## src/rtl/lsu_pkg.sv

```systemverilog
// Shared encodings and helpers for the data memory load/store unit.
// Sizes, FSM states and the request legality check live here.
package lsu_pkg;

  localparam logic [1:0] SZ_BYTE = 2'b00;
  localparam logic [1:0] SZ_HALF = 2'b01;
  localparam logic [1:0] SZ_WORD = 2'b10;
  localparam logic [1:0] SZ_BAD  = 2'b11;

  typedef enum logic [1:0] {
    IDLE,
    RD_WAIT,
    WRITE,
    RESP
  } state_e;

  // An illegal size is reported the same way as a misaligned access.
  function automatic logic misaligned(
    input logic [1:0] size,
    input logic [1:0] off
  );
    logic bad;
    bad = 1'b0;
    case (size)
      SZ_HALF: bad = off[0];
      SZ_WORD: bad = |off;
      SZ_BAD:  bad = 1'b1;
      default: bad = 1'b0;
    endcase
    return bad;
  endfunction

endpackage

```

## src/rtl/lsu_lane_unit.sv

```systemverilog
// Little-endian lane logic: load extract/extend and sub-word store merge.
// Purely combinational; the FSM feeds it latched request fields.
module lsu_lane_unit
  import lsu_pkg::*;
(
  input  logic [1:0]  size_i,
  input  logic [1:0]  lane_i,
  input  logic        signed_i,
  input  logic [31:0] word_i,
  input  logic [31:0] wdata_i,
  output logic [31:0] load_o,
  output logic [31:0] store_o
);

  logic [7:0]  b;
  logic [15:0] h;

  always_comb begin
    b       = word_i[{lane_i, 3'b000} +: 8];
    h       = lane_i[1] ? word_i[31:16] : word_i[15:0];
    load_o  = word_i;
    store_o = wdata_i;
    unique case (1'b1)
      size_i == SZ_BYTE: begin
        load_o  = {{24{signed_i & b[7]}}, b};
        store_o = word_i;
        store_o[{lane_i, 3'b000} +: 8] = wdata_i[7:0];
      end
      size_i == SZ_HALF: begin
        load_o  = {{16{signed_i & h[15]}}, h};
        store_o = word_i;
        store_o[{lane_i[1], 4'b0000} +: 16] = wdata_i[15:0];
      end
      default: ;
    endcase
  end

endmodule

```

## src/rtl/data_mem_lsu.sv

```systemverilog
// Single-outstanding load/store requester in front of Data_mem.
// Sub-word stores are done as read-modify-write of the whole word.
module data_mem_lsu
  import lsu_pkg::*;
#(
  parameter int ADDR_W = 32,
  parameter int DATA_W = 32,
  parameter int RD_LAT = 1
) (
  input  logic              Clk,
  input  logic              Rst_n,
  input  logic              Req_valid,
  output logic              Req_ready,
  input  logic              Req_we,
  input  logic [1:0]        Req_size,
  input  logic              Req_signed,
  input  logic [ADDR_W-1:0] Req_addr,
  input  logic [DATA_W-1:0] Req_wdata,
  output logic              Rsp_valid,
  output logic [DATA_W-1:0] Rsp_rdata,
  output logic              Rsp_err,
  output logic [ADDR_W-1:0] Mem_address,
  output logic [DATA_W-1:0] Mem_data_in,
  output logic              Mem_we,
  input  logic [DATA_W-1:0] Mem_data_out
);

  state_e state_q, state_d;

  logic [3:0]        cnt_q;
  logic              we_q;
  logic              sgn_q;
  logic              err_q;
  logic [1:0]        size_q;
  logic [1:0]        lane_q;
  logic [DATA_W-1:0] wdata_q;
  logic [DATA_W-1:0] rdata_q;
  logic [DATA_W-1:0] mdin_q;
  logic [ADDR_W-1:0] maddr_q;
  logic [DATA_W-1:0] ld_data;
  logic [DATA_W-1:0] st_data;
  logic              bad;
  logic              rd_done;
  logic              wword;

  assign bad     = misaligned(Req_size, Req_addr[1:0]);
  assign wword   = Req_we && (Req_size == SZ_WORD);
  assign rd_done = cnt_q == 4'(RD_LAT);

  lsu_lane_unit u_lane (
    .size_i   (size_q),
    .lane_i   (lane_q),
    .signed_i (sgn_q),
    .word_i   (Mem_data_out),
    .wdata_i  (wdata_q),
    .load_o   (ld_data),
    .store_o  (st_data)
  );

  always_comb begin
    state_d = state_q;
    unique case (state_q)
      IDLE: begin
        if (Req_valid) begin
          if (bad)        state_d = RESP;
          else if (wword) state_d = WRITE;
          else            state_d = RD_WAIT;
        end
      end
      RD_WAIT: if (rd_done) state_d = we_q ? WRITE : RESP;
      WRITE:   state_d = RESP;
      RESP:    state_d = IDLE;
    endcase
  end

  always_ff @(posedge Clk or negedge Rst_n) begin
    if (!Rst_n) begin
      state_q <= IDLE;
      cnt_q   <= '0;
      we_q    <= 1'b0;
      sgn_q   <= 1'b0;
      err_q   <= 1'b0;
      size_q  <= '0;
      lane_q  <= '0;
      wdata_q <= '0;
      rdata_q <= '0;
      mdin_q  <= '0;
      maddr_q <= '0;
    end else begin
      state_q <= state_d;
      if (state_q == IDLE && Req_valid) begin
        we_q    <= Req_we;
        sgn_q   <= Req_signed;
        size_q  <= Req_size;
        lane_q  <= Req_addr[1:0];
        wdata_q <= Req_wdata;
        err_q   <= bad;
        rdata_q <= '0;
        cnt_q   <= '0;
        if (!bad) maddr_q <= {Req_addr[ADDR_W-1:2], 2'b00};
        if (!bad && wword) mdin_q <= Req_wdata;
      end
      // The word captured here is either the load source or the RMW base.
      if (state_q == RD_WAIT) begin
        if (rd_done) begin
          if (we_q) mdin_q  <= st_data;
          else      rdata_q <= ld_data;
        end else begin
          cnt_q <= cnt_q + 4'd1;
        end
      end
    end
  end

  assign Req_ready   = Rst_n && (state_q == IDLE);
  assign Rsp_valid   = state_q == RESP;
  assign Rsp_rdata   = rdata_q;
  assign Rsp_err     = err_q;
  assign Mem_address = maddr_q;
  assign Mem_data_in = mdin_q;
  assign Mem_we      = state_q == WRITE;

endmodule

```

## config.mk

```make
export PLATFORM = sky130hd
export DESIGN_NAME = data_mem_lsu
export DESIGN_NICKNAME = d
export VERILOG_FILES = /design/src/rtl/lsu_pkg.sv /design/src/rtl/lsu_lane_unit.sv /design/src/rtl/data_mem_lsu.sv
export SDC_FILE = /design/constraint.sdc
export NUM_CORES = 1
export LEC_CHECK = 0
export BUFFER_PORTS_ARGS = -buffer_cell sky130_fd_sc_hd__buf_4
export CAP_MARGIN = 40
export CORE_MARGIN = 2
export CORE_UTILIZATION = 50
export DETAILED_ROUTE_END_ITERATION = 7
export PLACE_DENSITY = 0.8
export SETUP_SLACK_MARGIN = 0.5
export SYNTH_ARGS = -nofsm -noshare
export SYNTH_HDL_FRONTEND = slang
export SYNTH_HIERARCHICAL = 1
export SYNTH_SLANG_ARGS = --single-unit
```

## constraint.sdc

```tcl
create_clock -name Clk -period 5.95 [get_ports Clk]
set_input_delay 1.785 -clock Clk [delete_from_list [all_inputs] [get_ports Clk]]
set_output_delay 1.785 -clock Clk [all_outputs]
set_load 0.02 [all_outputs]
```

* Word level (Yosys, flattened, before mapping)
Index checks and enable logic that the tools add are counted.
Storage, ports and cells: bits of input ports 103, output and inout bits 100, word-level logic and storage cells 66, flip-flop bits (word level) 139
Operators by class: add/subtract/negate cells 3, reduce and logical (&&, ||, !) cells 10, multiplexer cells 24, equality and inequality tests 10, bitwise operators 3, shift-type cells 5
Operators with widths (number):
- 32-bit 2-to-1 mux | 9
- 32-bit one-hot mux with 2 select lines | 2
- 32-bit bitwise mux | 2
- 16-bit by 7-bit variable shift with 32-bit output (first input constant) | 1
- 8-bit by 7-bit variable shift with 32-bit output (first input constant) | 1
- 16-bit by 7-bit variable part select with 32-bit output | 1
- 32-bit by 6-bit variable part select with 8-bit output | 1
- 8-bit by 7-bit variable part select with 32-bit output | 1
- 16-bit 2-to-1 mux | 1
- 5-bit negation with 7-bit output | 2
- 4-bit 2-to-1 mux | 3
- 2-bit equality test (second input constant) | 4
- 2-bit 2-to-1 mux | 4
- 2-bit one-hot mux with 4 select lines | 1
- 2-bit by 1-bit equality test with 1-bit output (second input constant) | 3
- 4-bit by 1-bit adder with 4-bit output (second input constant) | 1
- 4-bit by 1-bit equality test with 1-bit output (second input constant) | 1
- 1-bit logical AND | 4
- 2-bit logical NOT | 2
- 2-bit != test (second input constant) | 2
- 2-bit AND reduction | 2
- 1-bit one-hot mux with 3 select lines | 1
- 1-bit AND | 2
- 2-bit OR reduction | 1
- other kinds (3) | 3

* Logic depth before layout (Yosys ltp)
Gate-level depths: netlist of run 1.
depth after elaboration 9, gate-level depth with buffers 11, mapped depth without buffers 7

* Modules after synthesis
The synthesis of run 1 kept the hierarchy.
Modules (own cells, without submodules):
- data_mem_lsu | seq. area each 3478.3 um^2, cells an instance 568, area each 6102.1 um^2, times used 1
- lsu_lane_unit | seq. area each 0.0 um^2, cells an instance 262, area each 1923.1 um^2, times used 1

* Worst setup path after synthesis of run 1
OpenSTA, ideal clock, no wires.
kind input port to output port, from in Rst_n, to out Req_ready, path slack 2164 ps, stages on the path 1, arrival 2001 ps, data required time 4165 ps, path buffers 0, cell sequence and2_1
On the way: word-level cells in the longest chain between the ends 1
Ends and longest elaborated chain:
- from (decl) | line data_mem_lsu.sv:11 | input logic Rst_n,
- 1-bit logical AND | line data_mem_lsu.sv:115 | assign Req_ready = Rst_n && (state_q == IDLE);
- to (decl) | line data_mem_lsu.sv:13 | output logic Req_ready,
No other way between the ends.

* Worst setup path in the final report of run 1
Same ends and word-level chain as after synthesis.

==> results.txt, run 1 <==
LEAKAGE: 4.83 nW
Flop pwr share: 0.307
Top Ports: 203
Ranking of synthesized cells by area: dfrtp_1 43%, mux2_2 6.2%, o21ai_0 5.2%, a31o_2 3.6%, a22o_1 3.1%
Cts-stage hold buffer count: 0
Slowest cell on crit path: buf_4
Max-cap violations: 0
Design Area, Final: 0.0103 mm²
Fillers: 1331
DIE WIDTH: 131 µm
Clock-pin slew of the registers on the worst-case setup and hold paths: 60 ps
Worst Setup Path Type: in2out
Antenna viol nets, final: 0
NetSw: 2.37 mW
Clock tree sinks: 139
CP max stage delay: 150 ps
Most common cell after layout, fill and taps aside: buf_4
Synth cell types: 57
Core footprint: 0.0158 mm²
Worst clock skew: 7.62 ps
Slew Limit Fails: 0
Post-detail-place hpwl: 16600 µm
Seq/Total Area, Yosys: 0.433
DIE HEIGHT: 131 µm
Post-synth EDFFs: 0
Final Hold Viols: 0
Die footprint: 0.0171 mm²
DR DRC count: 0
Power share of the combinational group: 0.500
Fmax: 253 MHz
Largest net degree at the start of global routing: 66
Synth Area per Inst: 9.67 µm²
Status: complete, no violations
Final RePlAce weighted congestion: 0.918
Initial DRC count: 608
Area grow syn2layout: 28.0%
CTS Buf Count: 17
WP data required: 4160 ps
Crit path max-delay family: buffers and inverters
Share of layout cells above drive strength 1: 0.338
Vias: 7281
PortBufs: 200
Relative slew margins: 0.482
Initial core utilization: 0.509
Hold path depth: 2
Maximum vdd drop: 0.000308 V
Ys flop type: dfrtp_1
Worst hold slack: 485 ps
Mapped Cells: 830
Synth Register Bits: 139
Yosys Warn Count: 6
Tmin final: 3960 ps
Unrepaired setup endpoints after global routing: false
Total Wirelength: 23600 µm
Vias in the first global route: 6949
Clk pwr share: 0.194
TNS Setup: 0 ps
Postcts setup bufs: 0
Min setup slack post-route: 1990 ps
CTS tree: built
Worst-margin pin slew: 767 ps
CP Max Fanout: 2
Post-synthesis cell area: 0.00803 mm²
Worst-Skew Late Latency: 420 ps
Place WS: 1990 ps
Most frequent cells in the layout: 212 x buf_4, 138 x dfrtp_1, 84 x o21ai_0
Worst path cell trace: buf_6 -> and2_1 -> buf_4
Startpoint types: primary input
Pwr/cell area: 557 mW/mm²
Cell count along the critical path: 3
Largest area contributor in the netlist: dfrtp_1
Layout Utilization: 0.651
Vias per cell: 5.97
Top-area cell type share of the netlist area: 0.433
CP bufs+invs: 2
Ys async rst share: 1.00
DP Area: 0.00965 mm²
Internal: 3.36 mW
H-tree depth: 4
Antenna diode count: 0
Final worst path period share: 0.665
Finish-stage setup viols: 0
Root buffer cell: clkbuf_16
CTS-repair resized insts: 0
Hold Crit Class: reg2reg
Clk buf depth: 2
Antenna violations before repair: 0
First-pass GRT wire length: 37000 µm
Layout net count: 1105
CP Capture Type: output pin
Num rows: 46
Data arrival time of the worst path: 2170 ps
Cells on worst reg2reg path: 8
DR WL/cell: 19.3 µm
Pre-antenna DRT Iters: 6
Grt ovf: 0
Gr usage total: 0.282
Sw frac: 0.414
==> cells in the mapped netlist (all sizes together) (2+ instances only) <==
cell	number
a31o	33
nor2b	26
clkbuf	42
a211oi	10
a22o	28
nand3b	3
a41oi	4
o2bb2ai	8
nor4bb	2
a211o	2
buf	36
mux2i	10
nand2	55
nand4bb	2
nor2	9
a221o	20
inv	40
dfrtp	139
nor3b	20
or3b	2
mux2	55
a21o	2
a31oi	37
and3	33
nor3	35
or3	32
ha	12
a21oi	26
nand2b	5
o21ai	85
nand3	3
==> registers in the layout, indices dropped and copies added, names as in the netlist <==
register,flops
sgn_q,1
Mem_data_in,32
wdata_q,32
cnt_q,4
Mem_address,30
Rsp_err,1
we_q,1
state_q,2
size_q,2
lane_q,2
Rsp_rdata,32
==> cell families (layout without fill, tap and decap cells) <==
family / Yosys count / after routing / synth area share
simple gates: 234 / 234 / 0.168
mux: 66 / 66 / 0.0925
compound gates: 260 / 260 / 0.222
other cells: 1 / 2 / 0.000467
buf+inv: 118 / 290 / 0.0655
flops: 139 / 139 / 0.433
fa+ha+maj: 12 / 12 / 0.0187
==> through the flow <==
stage / cells / power [mW]
after detailed placement: 1187 / 4.58
after CTS: 1219 / 5.71
after global placement: 1180 / 4.47
final: 1219 / 5.73
after floorplan: 831 / 3.60
after global routing: 1219 / 6.08
==> power by group through the flow <==
stage          Sequential, mW  Clock, mW  Combinational (mW)
2_1_floorplan            1.98          0                1.62
6_report                 1.76       1.11                2.86
5_1_grt                  1.81       1.16                3.10
3_3_place_gp             1.74          0                2.72
4_1_cts                  1.75       1.12                2.84
3_5_place_dp             1.76          0                2.82
==> layer usage <==
layer,wire [µm],GRT usage,part of all wire,vias to the layer above
li1,-,-,-,3378
met3,2150,0.0725,0.091,47
met5,0,0,0,-
met1,9720,0.377,0.41,3486
met4,618,0.115,0.026,0
met2,11100,0.439,0.47,370
==> tightest hold or removal path, cell delays in order, from the launching register on <==
cell and delay [ps]:
dfrtp_1 340, nand2_1 50, o21ai_0 60
==> layout make-up <==
cell class / instances / area [µm²] / share of cell area
clock buffers: 22 / 484 / 0.0471
clock inverters: 10 / 140 / 0.0136
inverters: 40 / 150 / 0.0146
multi-input cells: 574 / 4030 / 0.393
flip-flops and latches: 139 / 3480 / 0.339
well taps: 216 / 270 / 0.0263
repair buffers: 218 / 1720 / 0.167
==> final timing paths <==
path	from	to	slack, ps
max reg2reg	lane_q[1]$_DFFE_PN0P_	Mem_data_in[15]$_DFF_PN0_	2840
min	wdata_q[29]$_DFFE_PN0P_	wdata_q[29]$_DFFE_PN0P_	480
max	Rst_n	Req_ready	1990
min reg2reg	wdata_q[29]$_DFFE_PN0P_	wdata_q[29]$_DFFE_PN0P_	480
min in group asynchronous	Rst_n	Mem_address[21]$_DFFE_PN0P_	1330
max in group asynchronous	Rst_n	size_q[1]$_DFFE_PN0P_	3560
Note: power is estimated with default switching activity, not from simulation.
==> run 2, diff against run 1 <==
- CORE_UTILIZATION: 50 -> 49
- PLACE_DENSITY: 0.8 -> 0.81
- clock period: 5.95 -> 3.4 ns (I/O delays scaled with it)
==> run 2 against run 1 <==
  * Global-route usage down 1.9 points
  * Non-clock buffer count unchanged
  * Via count down 0.44%
  * Critical path type is now reg2out
==> results.txt, run 2 (synthesis results as in run 1) <==
Postcts setup bufs: 0 (unchanged)
Core footprint: 0.0159 mm² (was 0.0158 mm²)
Num rows: 46 (unchanged)
Min setup slack post-route: 801 ps (was 1990 ps)
CTS tree: built (unchanged)
Die footprint: 0.0174 mm² (was 0.0171 mm²)
Worst hold endpoint: Rsp_err$_DFFE_PN0P_ (was wdata_q[29]$_DFFE_PN0P_)
DR DRC count: 0 (unchanged)
PortBufs: 200 (unchanged)
Gr usage total: 0.263 (was 0.282)
Worst-Skew Late Latency: 420 ps (about the same)
Maximum vdd drop: 0.000608 V (was 0.000308 V)
First-pass GRT wire length: 36600 µm (was 37000 µm)
Tmin final: 2600 ps
Finish-stage setup viols: 0 (unchanged)
Clock-pin slew of the registers on the worst-case setup and hold paths: 60 ps (about the same)
Design Area, Final: 0.0102 mm² (was 0.0103 mm²)
H-tree depth: 4 (unchanged)
Worst clock skew: 8.52 ps (was 7.62 ps)
Layout net count: 1105 (unchanged)
Root buffer cell: clkbuf_16 (unchanged)
Vias per cell: 5.95 (was 5.97)
Clk buf depth: 2 (unchanged)
Largest net degree at the start of global routing: 140 (was 66)
Max-cap violations: 0 (unchanged)
Status: complete, no violations (unchanged)
Antenna viol nets, final: 0 (unchanged)
Reg2reg end: Mem_data_in[23]$_DFF_PN0_ (was Mem_data_in[15]$_DFF_PN0_)
Hold path start: Rsp_err$_DFFE_PN0P_ (was wdata_q[29]$_DFFE_PN0P_)
Startpoint types: register (was primary input)
Worst-margin pin slew: 811 ps (was 767 ps)
Reg-to-reg slack, setup: 920 ps (was 2840 ps)
Final worst path period share: 0.765
DIE HEIGHT: 132 µm (was 131 µm)
Most common cell after layout, fill and taps aside: buf_4 (unchanged)
Final Hold Viols: 0 (unchanged)
Grt ovf: 0 (unchanged)
CP Capture Type: output pin (unchanged)
Vias: 7249 (was 7281)
CP Max Fanout: 6 (was 2)
Cts-stage hold buffer count: 0 (unchanged)
Worst Setup Path Type: reg2out (was in2out)
Initial DRC count: 656 (was 608)
Place WS: 807 ps (was 1990 ps)
Clock tree sinks: 139 (unchanged)
Pre-antenna DRT Iters: 6 (unchanged)
Hold Crit Class: reg2reg (unchanged)
Antenna violations before repair: 0 (unchanged)
Relative slew margins: 0.459 (was 0.482)
Final RePlAce weighted congestion: 0.896 (was 0.918)
Antenna diode count: 0 (unchanged)
LEAKAGE: 4.79 nW (was 4.83 nW)
DR WL/cell: 18.8 µm (was 19.3 µm)
Slew Limit Fails: 0 (unchanged)
Pwr/cell area: 971 mW/mm² (was 557 mW/mm²)
CTS-repair resized insts: 0 (unchanged)
Layout Utilization: 0.638 (was 0.651)
Hold path depth: 1 (was 2)
Vias in the first global route: 6948 (was 6949)
FF-to-FF Start: lane_q[0]$_DFFE_PN0P_ (was lane_q[1]$_DFFE_PN0P_)
Post-detail-place hpwl: 16000 µm (was 16600 µm)
Unrepaired setup endpoints after global routing: false (unchanged)
Fmax: 385 MHz
Share of layout cells above drive strength 1: 0.339 (was 0.338)
WP data required: 2380 ps (was 4160 ps)
TNS Setup: 0 ps (unchanged)
CTS Buf Count: 17 (unchanged)
Most frequent cells in the layout: 216 x buf_4, 138 x dfrtp_1, 84 x o21ai_0 (was 212 x buf_4, 138 x dfrtp_1, 84 x o21ai_0)
Total Wirelength: 22900 µm (was 23600 µm)
Area grow syn2layout: 26.8% (was 28.0%)
DP Area: 0.00959 mm² (was 0.00965 mm²)
Cells on worst reg2reg path: 7 (was 8)
DIE WIDTH: 132 µm (was 131 µm)
Top Ports: 203 (unchanged)
Data arrival time of the worst path: 1580 ps (was 2170 ps)
Initial core utilization: 0.503 (was 0.509)
## run 2: routing by layer
metal	vias up	global-route usage	routed length, µm
li1	3380	-	-
met1	3448	0.350	9550
met2	363	0.405	10400
met3	58	0.0807	2300
met4	0	0.0978	648
met5	-	0	0
## run 2: worst max-delay path by stage
| stage | start | endpoint | slack (ps) | cells past startpoint |
|---|---|---|---|---|
| after detailed placement | Mem_data_out[31] | Rsp_rdata[10]$_DFF_PN0_ | 810 | 6 |
| after global placement | Mem_data_out[31] | Rsp_rdata[8]$_DFF_PN0_ | 830 | 6 |
| after global routing | size_q[1]$_DFFE_PN0P_ | Rsp_rdata[27]$_DFF_PN0_ | 700 | 5 |
| after CTS | state_q[0]$_DFFE_PN0P_ | Req_ready | 800 | 4 |
| after floorplan | Mem_data_out[31] | Rsp_rdata[13]$_DFF_PN0_ | 1010 | 5 |
| final | state_q[0]$_DFFE_PN0P_ | Req_ready | 800 | 4 |
## run 2: per-stage QoR
step	total power [mW]	cells	hold WS (ps)
after floorplan	6.30	831	450
after global placement	7.86	1187	465
final	9.88	1219	479
after detailed placement	8.00	1187	472
after global routing	10.5	1219	506
after CTS	9.87	1219	487
## run 2: critical path, cell delays in order, from the launching register on
cell	delay [ps]
dfrtp_1	400
inv_1	150
ha_1	310
and2_1	170
buf_4	130
## run 2: layout make-up
| class | count | area (µm²) |
|---|---|---|
| clock buffer | 18 | 439 |
| clock inverter | 14 | 151 |
| fill | 1332 | 5770 |
| inverter | 40 | 150 |
| multi-input combinational | 574 | 4030 |
| sequential | 139 | 3480 |
| tap | 216 | 270 |
| timing repair buffer | 218 | 1650 |
## run 2: where the power goes
group	switching, mW	leakage, nW	internal (mW)	total, mW
sequential	0.688	1.72	2.40	3.09
combinational	2.72	2.78	2.23	4.94
clock	0.793	0.292	1.06	1.85
